`src/rtl/local_ram_ctrl_if.sv`:
```
// rtl/local_ram_ctrl_if.sv - CPU-side memory request bus for local_ram_ctrl
//
// Purpose: groups the CPU request/response handshake into one bundle.
// Signals:
//   mem_valid  request valid, held until mem_ready
//   mem_addr   byte address, held while mem_valid
//   mem_wdata  write data
//   mem_wstrb  byte write strobes, 0 means read
//   mem_ready  one-cycle completion pulse
//   mem_rdata  read data, valid with mem_ready on a read
// Modports: master (CPU side), slave (controller side).
`timescale 1ns/1ps
interface local_ram_ctrl_if;
  logic        mem_valid;
  logic [31:0] mem_addr;
  logic [31:0] mem_wdata;
  logic [3:0]  mem_wstrb;
  logic        mem_ready;
  logic [31:0] mem_rdata;

  modport master (
    output mem_valid,
    output mem_addr,
    output mem_wdata,
    output mem_wstrb,
    input  mem_ready,
    input  mem_rdata
  );

  modport slave (
    input  mem_valid,
    input  mem_addr,
    input  mem_wdata,
    input  mem_wstrb,
    output mem_ready,
    output mem_rdata
  );
endinterface

```
`src/rtl/local_ram_ctrl.sv`:
```
// rtl/local_ram_ctrl.sv - CPU bus to single-port local RAM controller
//
// Purpose: decodes a CPU request against the RAM window
// [BASE_ADDR, BASE_ADDR+4*WORDS), issues a one-cycle RAM write or read
// strobe, and returns a one-cycle mem_ready pulse (write after 1 cycle,
// read after 2 cycles because the RAM read data is registered).
// Parameters:
//   BASE_ADDR  byte base of the window, 4-byte aligned
//   WORDS      RAM depth in 32-bit words, at most 2048
// Ports:
//   clk, reset                  clock, synchronous active-high reset
//   bus (slave)                 CPU request/response bus
//   ram_wr, ram_rd              per-byte write enables, read strobe
//   ram_addr, ram_wdata         RAM word address and write data
//   ram_rdata                   RAM read data, one cycle after address
//   stat_rd_cnt, stat_wr_cnt    completed read/write counts
// Optional feature: define LOCAL_RAM_CTRL_STATS_EN to enable the
// completion counters; otherwise both stat ports are tied to 0.
`timescale 1ns/1ps
module local_ram_ctrl #(
  parameter logic [31:0] BASE_ADDR = 32'h0000_0000,
  parameter int          WORDS     = 256
) (
  input  logic                  clk,
  input  logic                  reset,
  local_ram_ctrl_if.slave       bus,
  output logic [3:0]            ram_wr,
  output logic                  ram_rd,
  output logic [10:0]           ram_addr,
  output logic [31:0]           ram_wdata,
  input  logic [31:0]           ram_rdata,
  output logic [31:0]           stat_rd_cnt,
  output logic [31:0]           stat_wr_cnt
);

  typedef enum logic [1:0] {
    IDLE    = 2'd0,
    RD_WAIT = 2'd1,
    RESP    = 2'd2
  } state_t;

  localparam logic [31:0] WINDOW_BYTES = 32'(4 * WORDS);

  state_t      state;
  logic        ready_q;
  logic [31:0] rdata_q;

  // 33-bit subtraction: bit 32 is the borrow, set when mem_addr < BASE_ADDR.
  logic [32:0] offset_full;
  logic [31:0] offset;
  logic        in_range;
  logic        sel;
  logic        is_write;
  logic        issue_wr;
  logic        issue_rd;

  assign offset_full = {1'b0, bus.mem_addr} - {1'b0, BASE_ADDR};
  assign offset      = offset_full[31:0];
  assign in_range    = !offset_full[32] && (offset < WINDOW_BYTES);
  assign sel         = bus.mem_valid && in_range;
  assign is_write    = (bus.mem_wstrb != 4'b0000);

  // RAM strobes exist only in the IDLE cycle that accepts the request;
  // gating with reset keeps a reset cycle from writing the RAM.
  assign issue_wr = (state == IDLE) && sel && is_write && !reset;
  assign issue_rd = (state == IDLE) && sel && !is_write && !reset;

  assign ram_wr    = issue_wr ? bus.mem_wstrb : 4'b0000;
  assign ram_rd    = issue_rd;
  assign ram_addr  = offset[12:2];
  assign ram_wdata = bus.mem_wdata;

  // Reset also suppresses a pulse that was already registered for this cycle.
  assign bus.mem_ready = ready_q && !reset;
  assign bus.mem_rdata = rdata_q;

  always_ff @(posedge clk) begin
    if (reset) begin
      state   <= IDLE;
      ready_q <= 1'b0;
      rdata_q <= 32'h0000_0000;
    end else begin
      ready_q <= 1'b0;
      case (state)
        IDLE: begin
          if (sel) begin
            if (is_write) begin
              state   <= RESP;
              ready_q <= 1'b1;
            end else begin
              state <= RD_WAIT;
            end
          end
        end
        RD_WAIT: begin
          // Completes even if mem_valid has dropped.
          rdata_q <= ram_rdata;
          state   <= RESP;
          ready_q <= 1'b1;
        end
        RESP: begin
          state <= IDLE;
        end
        default: begin
          state <= IDLE;
        end
      endcase
    end
  end

`ifdef LOCAL_RAM_CTRL_STATS_EN
  logic        resp_is_rd;
  logic [31:0] rd_cnt;
  logic [31:0] wr_cnt;

  // resp_is_rd remembers the kind of the accepted request so the RESP
  // cycle knows which counter to bump; counters wrap naturally.
  always_ff @(posedge clk) begin
    if (reset) begin
      resp_is_rd <= 1'b0;
      rd_cnt     <= 32'h0000_0000;
      wr_cnt     <= 32'h0000_0000;
    end else begin
      if ((state == IDLE) && sel) begin
        resp_is_rd <= !is_write;
      end
      if (state == RESP) begin
        if (resp_is_rd) begin
          rd_cnt <= rd_cnt + 32'd1;
        end else begin
          wr_cnt <= wr_cnt + 32'd1;
        end
      end
    end
  end

  assign stat_rd_cnt = rd_cnt;
  assign stat_wr_cnt = wr_cnt;
`else
  assign stat_rd_cnt = 32'h0000_0000;
  assign stat_wr_cnt = 32'h0000_0000;
`endif

endmodule

```
`src/flat_wrapper.sv`:
```
// flat-port wrapper written by rule: the top's interface ports become plain ports
module local_ram_ctrl_flat 
#(
  parameter logic [31:0] BASE_ADDR = 32'h0000_0000,
  parameter int          WORDS     = 256
)
  (clk, reset, ram_wr, ram_rd, ram_addr, ram_wdata, ram_rdata, stat_rd_cnt, stat_wr_cnt, bus_mem_valid, bus_mem_addr, bus_mem_wdata, bus_mem_wstrb, bus_mem_ready, bus_mem_rdata);
  local_ram_ctrl_if bus_i ();
  input  logic clk;
  input  logic reset;
  output logic [3:0] ram_wr;
  output logic ram_rd;
  output logic [10:0] ram_addr;
  output logic [31:0] ram_wdata;
  input  logic [31:0] ram_rdata;
  output logic [31:0] stat_rd_cnt;
  output logic [31:0] stat_wr_cnt;
  input wire logic [$bits(bus_i.mem_valid)-1:0] bus_mem_valid;
  input wire logic [$bits(bus_i.mem_addr)-1:0] bus_mem_addr;
  input wire logic [$bits(bus_i.mem_wdata)-1:0] bus_mem_wdata;
  input wire logic [$bits(bus_i.mem_wstrb)-1:0] bus_mem_wstrb;
  output wire logic [$bits(bus_i.mem_ready)-1:0] bus_mem_ready;
  output wire logic [$bits(bus_i.mem_rdata)-1:0] bus_mem_rdata;
  assign bus_i.mem_valid = bus_mem_valid;
  assign bus_i.mem_addr = bus_mem_addr;
  assign bus_i.mem_wdata = bus_mem_wdata;
  assign bus_i.mem_wstrb = bus_mem_wstrb;
  assign bus_mem_ready = bus_i.mem_ready;
  assign bus_mem_rdata = bus_i.mem_rdata;
  local_ram_ctrl #(.BASE_ADDR(BASE_ADDR), .WORDS(WORDS)) u_core (.clk(clk), .reset(reset), .bus(bus_i), .ram_wr(ram_wr), .ram_rd(ram_rd), .ram_addr(ram_addr), .ram_wdata(ram_wdata), .ram_rdata(ram_rdata), .stat_rd_cnt(stat_rd_cnt), .stat_wr_cnt(stat_wr_cnt));
endmodule
```
`config.mk`:
```
export PLATFORM = sky130hd
export DESIGN_NAME = local_ram_ctrl_flat
export DESIGN_NICKNAME = d
export VERILOG_FILES = /design/src/rtl/local_ram_ctrl_if.sv /design/src/rtl/local_ram_ctrl.sv /design/src/flat_wrapper.sv
export SDC_FILE = /design/constraint.sdc
export NUM_CORES = 1
export LEC_CHECK = 0
export CELL_PAD_IN_SITES_DETAIL_PLACEMENT = 0
export CELL_PAD_IN_SITES_GLOBAL_PLACEMENT = 1
export CORE_MARGIN = 4
export CORE_UTILIZATION = 17
export CTS_CLUSTER_SIZE = 30
export DETAILED_ROUTE_END_ITERATION = 10
export HOLD_SLACK_MARGIN = 0.12
export PLACE_DENSITY = 0.79
export REMOVE_ABC_BUFFERS = 1
export SLEW_MARGIN = 20
export SYNTH_ARGS = -nofsm -noshare
export SYNTH_HDL_FRONTEND = slang
export SYNTH_SLANG_ARGS = --single-unit
```
`constraint.sdc`:
```
create_clock -name clk -period 1.76 [get_ports clk]
set_input_delay 0.352 -clock clk [delete_from_list [all_inputs] [get_ports clk]]
set_output_delay 0.352 -clock clk [all_outputs]
set_load 0.1 [all_outputs]
```
# Word level (Yosys, flattened, before mapping)
# Cells that the tools add are included.
# word_totals
wordCells	24
register_bits	35
output_inout_bits	145
in_bits	103
# classes
magnitude_cmp	1
eq_ne	2
n_mux	7
reduce_logical	11
# ops
op	n
32-bit by 11-bit less-than comparator with 1-bit output, second input constant	1
1-bit logical AND	7
2-bit 2-to-1 mux	2
4-bit 2-to-1 mux	1
2-bit one-hot mux with 2 select lines	1
4-bit nonzero test	1
2-bit by 1-bit == test with 1-bit output, second input constant	1
1-bit logical NOT	2
2-bit logical NOT	1
1-bit 2-to-1 mux	2
2-bit by 1-bit != test with 1-bit output, second input constant	1
1-bit one-hot mux with 2 select lines	1

# Depth between registers and ports, before layout
# depth
ltp_word	6
ltp_mapped	5
mapped_depth_nobuf	3

# Least setup slack after synthesis
# No wires, ideal clock.
# synth_timing
path_kind	in2out
startpoint	input port reset
endpoint	output port ram_rd
arrival_ns	3.822
t_required_ns	1.408
path_buffers	1
setup_slack_ns	-2.414
path_stages	4
cell_sequence	buf_2 > nor4_2 > nand4_2 > nor4_1
# synth_between
elab_chain_cells	2
# synth_lines
item	line_no	rtl
start: declaration	flat_wrapper.sv:10	input logic reset;
1-bit logical NOT	local_ram_ctrl.sv:66	assign issue_rd = (state == IDLE) && sel && !is_write && !reset;
1-bit logical AND	local_ram_ctrl.sv:66	
end: declaration	flat_wrapper.sv:12	output logic ram_rd;
# No other way between the ends.

# Final worst setup path
# layout_timing
startpoint	input port bus_mem_addr[12]
endpoint	output port ram_rd
# layout_between
elab_chain_cells	5
# layout_lines
item	line_no	rtl
start: declaration	flat_wrapper.sv:19	input wire logic [$bits(bus_i.mem_addr)-1:0] bus_mem_addr;
32-bit by 11-bit less-than comparator with 1-bit output	local_ram_ctrl.sv:59	assign in_range = !offset_full[32] && (offset < WINDOW_BYTES);
1-bit logical AND	local_ram_ctrl.sv:60	assign sel = bus.mem_valid && in_range;
1-bit logical AND (3 in a row)	local_ram_ctrl.sv:66	
# No other way between the ends.

==> metrics.md <==
| Metric | Value |
|---|---|
| Most frequent cells in the layout | sky130_fd_sc_hd__nand2_1, sky130_fd_sc_hd__conb_1, sky130_fd_sc_hd__buf_12 |
| Area of the die | 14600 µm² |
| Fmax achieved | 500 MHz |
| Cts bufs inserted | 5 |
| PortBufs | 101 |
| Buffer and inverter count on the worst path | 3 |
| Via count of the first global-routing pass | 1840 |
| Multi-input gate area | approximately 980 µm² |
| Crit path capture type | output pin |
| Tightest Hold Check Type | flop to flop |
| Final hold violations | 0 |
| Outcome | finished with violations |
| Initial antenna violation count | 0 |
| Leakage | 1.42 nW |
| Detailed-route via count | roughly 1.9k |
| Remaining Overflow, GRT | 0 |
| Clock root buffer | sky130_fd_sc_hd__clkbuf_16 |
| Count of hold-fix buffers inserted at cts | 0 |
| Reg2reg start | u_core.state[1]$_SDFFE_PP0P_ |
| TritonCTS clock tree | done |
| Final slew viol count | 0 |
| Post-Route WL | 7850 µm |
| Critical path data arrival time | 1.65 ns |
| Global-route wire length before repair | 10800 µm |
| Number of enable-type register cells in the synthesized netlist | 0 |
| Setup tns final | -1.04 ns |
| R2r worst-path depth | 4 |
| Standard-cell row count | 40 |
| Endpoint of the worst register-to-register path | u_core.state[1]$_SDFFE_PP0P_ |
| CTS H-tree depth | 2 |
| Clock tree buffer depth | 2 |
| Number of antenna diodes | 0 |
| DRC Markers | 0 |
| Height of the chip | 121 µm |
| Number of sinks driven by the clock tree | 35 |
| Initial core utilization | 17.7% |
| Non-Filler Instances | 524 |
| Vias per cell | 3.63 |
| FF/Latch Area | 702 µm² |
| Worst clock skew on the final layout | 0.00448 ns |
| Gpl congestion | around 0.72 |
| Average size of a mapped cell | 7.80 µm² |
| Power per Cell Area | 698 nW/µm² |
| Worst-path clk slew | 0.05 ns |
| Fillers | approximately 1.3k |
| Number of cells in the design after placement | 508 |
| Proportion of layout cells with a drive suffix above 1 | between 20% and 30% |
| Reg2Reg Setup Slack | around 0.35 ns |
| Proportion of synthesized flip-flops having asynchronous set or reset | 0% |
| Maximum cell stage delay along the critical path | 0.29 ns |
| Largest net degree at the start of global routing | 36 |
| Cell variety after synth | 19 |
| Remaining antenna violation count | 0 |
| Insertion delay to the later sink of the worst-skew pair | 0.28 ns |
| Origin of the worst min-delay path | u_core.bus.mem_rdata[30]$_SDFFE_PP0P_ |
| Required time reported for the critical path endpoint | 1.41 ns |
| Synthesized flop and latch total | 35 |
| Count of synthesis-stage warnings from yosys | 0 |
| Post-synthesis to final-layout area growth | 68.2% |
| Number of detailed-routing iterations run before antenna repair | 4 |
| Largest delay contributor family on the critical path | simple AND/OR/NAND/NOR gates |
| Logic depth of the worst path, buffers included | 6 |
| Die W | 121 µm |
| Violated checks | negative setup slack |
| Critical path cell sequence | dlygate4sd2_1, nor4b_4, nand2_2, nor4_4, buf_4, buf_12 |
| Number of max-cap violations | 0 |
| Sequential area share after synthesis | 32.3% |
| Min cycle time layout | 2.00 ns |
| Critical path class | primary input to output pin |
| First DRT Iteration DRCs | 55 |
| Total routing usage reported by global routing | 10.1% |
| Top_reg_cell synth | sky130_fd_sc_hd__dfxtp_1 |
| Final worst setup slack | -0.239 ns |
| Launch point of the critical path | bus_mem_addr[12] |
| Worst vdd rail ir drop | ~0.4 mV |
| Critical path destination | ram_rd |
| HPWL after detailed placement | about 6200 µm |
| WL per Instance | 15.0 µm |
| Post-synthesis instance total | approximately 280 |
| Top Ports | 248 |
| Critical path launch point type | primary input |
| Cell type of the slowest stage on the worst timing path | sky130_fd_sc_hd__nor4b_4 |
| Post-synthesis instance area | 2170 µm² |
| Core ar. | approximately 12000 µm² |
| Maximum net fanout on the critical path | 6 |
| Layout net count | 458 |
| Final count of negative-setup-slack endpoints | 5 |
| Final cycle utilization of the critical path | 114% |
| RSZ-0062 raised after global routing | true |
-- where the power goes --
group / switching (mW) / internal, mW
clock network: 0.333 / 0.603
logic: 0.688 / 0.130
registers: 0.00000000977 / 0.792
-- worst reg2reg max path, delay by kind of cell, from the launching register on --
| kind | cells | cell delay, ns |
|---|---|---|
| buffers and inverters | 1 | 0.21 |
| AOI/OAI and AO/OA | 1 | 0.25 |
| DFF | 1 | 0.34 |
| and+or+nand+nor | 2 | 0.52 |
-- metrics by stage --
| step | power [mW] | util, % | hold WS, ns | cell area (µm²) | setup WS, ns |
|---|---|---|---|---|---|
| 4_1_cts | 2.57 | 29.4 | 0.492 | 3600 | -0.238 |
| 3_5_place_dp | 1.62 | 27.1 | 0.484 | 3320 | -0.584 |
| 6_report | 2.55 | 29.7 | 0.489 | 3640 | -0.239 |
| 5_1_grt | 2.65 | 29.7 | 0.515 | 3640 | -0.322 |
| 2_1_floorplan | 1.41 | - | 0.421 | 1550 | -2.38 |
| 3_3_place_gp | 1.62 | 27.1 | 0.479 | 3320 | -0.563 |
-- flip-flops by register name (all words and copies together), names as in the netlist --
register and flops:
u_core.ready_q 1, u_core.state 2, u_core.bus.mem_rdata 32
-- synthesized netlist by cell type (2+ instances only) --
cell type                    n  area share (%)
sky130_fd_sc_hd__buf_2       8             1.8
sky130_fd_sc_hd__dfxtp_1    35              32
sky130_fd_sc_hd__nor4_2      2             1.2
sky130_fd_sc_hd__nand2_1    66              11
sky130_fd_sc_hd__nand2b_1    2            0.58
sky130_fd_sc_hd__nand3b_1    4             1.4
sky130_fd_sc_hd__nor4_1      4             1.2
sky130_fd_sc_hd__o32ai_1     2            0.81
sky130_fd_sc_hd__buf_4     107              37
sky130_fd_sc_hd__nor3_1      5             1.2
sky130_fd_sc_hd__a21oi_1    32             7.4
sky130_fd_sc_hd__clkbuf_1    4            0.69
-- cell families (layout without fill, tap and decap cells) --
group,after synthesis,after routing,synth area share [%]
buffers and inverters,119,134,39.6
AND/OR/NAND/NOR,89,89,19.7
flip-flops,35,35,32.3
AO/OA/AOI/OAI,34,34,8.20
other,1,64,0.173
-- worst min-delay path by stage --
stage	to	slack [ns]	cells after the start
after floorplan	u_core.bus.mem_rdata[0]$_SDFFE_PP0P_	0.42	1
after global placement	u_core.bus.mem_rdata[2]$_SDFFE_PP0P_	0.48	2
after detailed placement	u_core.bus.mem_rdata[17]$_SDFFE_PP0P_	0.48	2
after CTS	u_core.bus.mem_rdata[17]$_SDFFE_PP0P_	0.49	2
after global routing	u_core.bus.mem_rdata[6]$_SDFFE_PP0P_	0.51	2
final	u_core.bus.mem_rdata[30]$_SDFFE_PP0P_	0.49	2
-- routing by layer --
layer  wire, µm  GRT usage (%)  vias to the layer above  share of wire [%]
met4        112           1.84                        2                1.4
met5         67           3.68                        -               0.85
met2       3320           14.4                      175                 42
met1       3050           11.6                      840                 39
met3       1290           7.97                       14                 16
li1           -              -                      871                  -
-- what timing repair did --
| item | in CTS | in global routing |
|---|---|---|
| gates resized for setup | 46 | 15 |
| setup endpoints to repair | 6 | 7 |
| pin swaps | 15 | 4 |
| setup buffers | 8 | 2 |
-- layout make-up --
| type | instances | share of cell area (%) |
|---|---|---|
| Clock buffer | 8 | 4.29 |
| Multi-Input combinational cell | 187 | 26.8 |
| Sequential cell | 35 | 19.3 |
| Tap cell | 168 | 5.77 |
| Timing Repair Buffer | 126 | 43.9 |
Note: power is estimated with default switching activity, not from simulation.
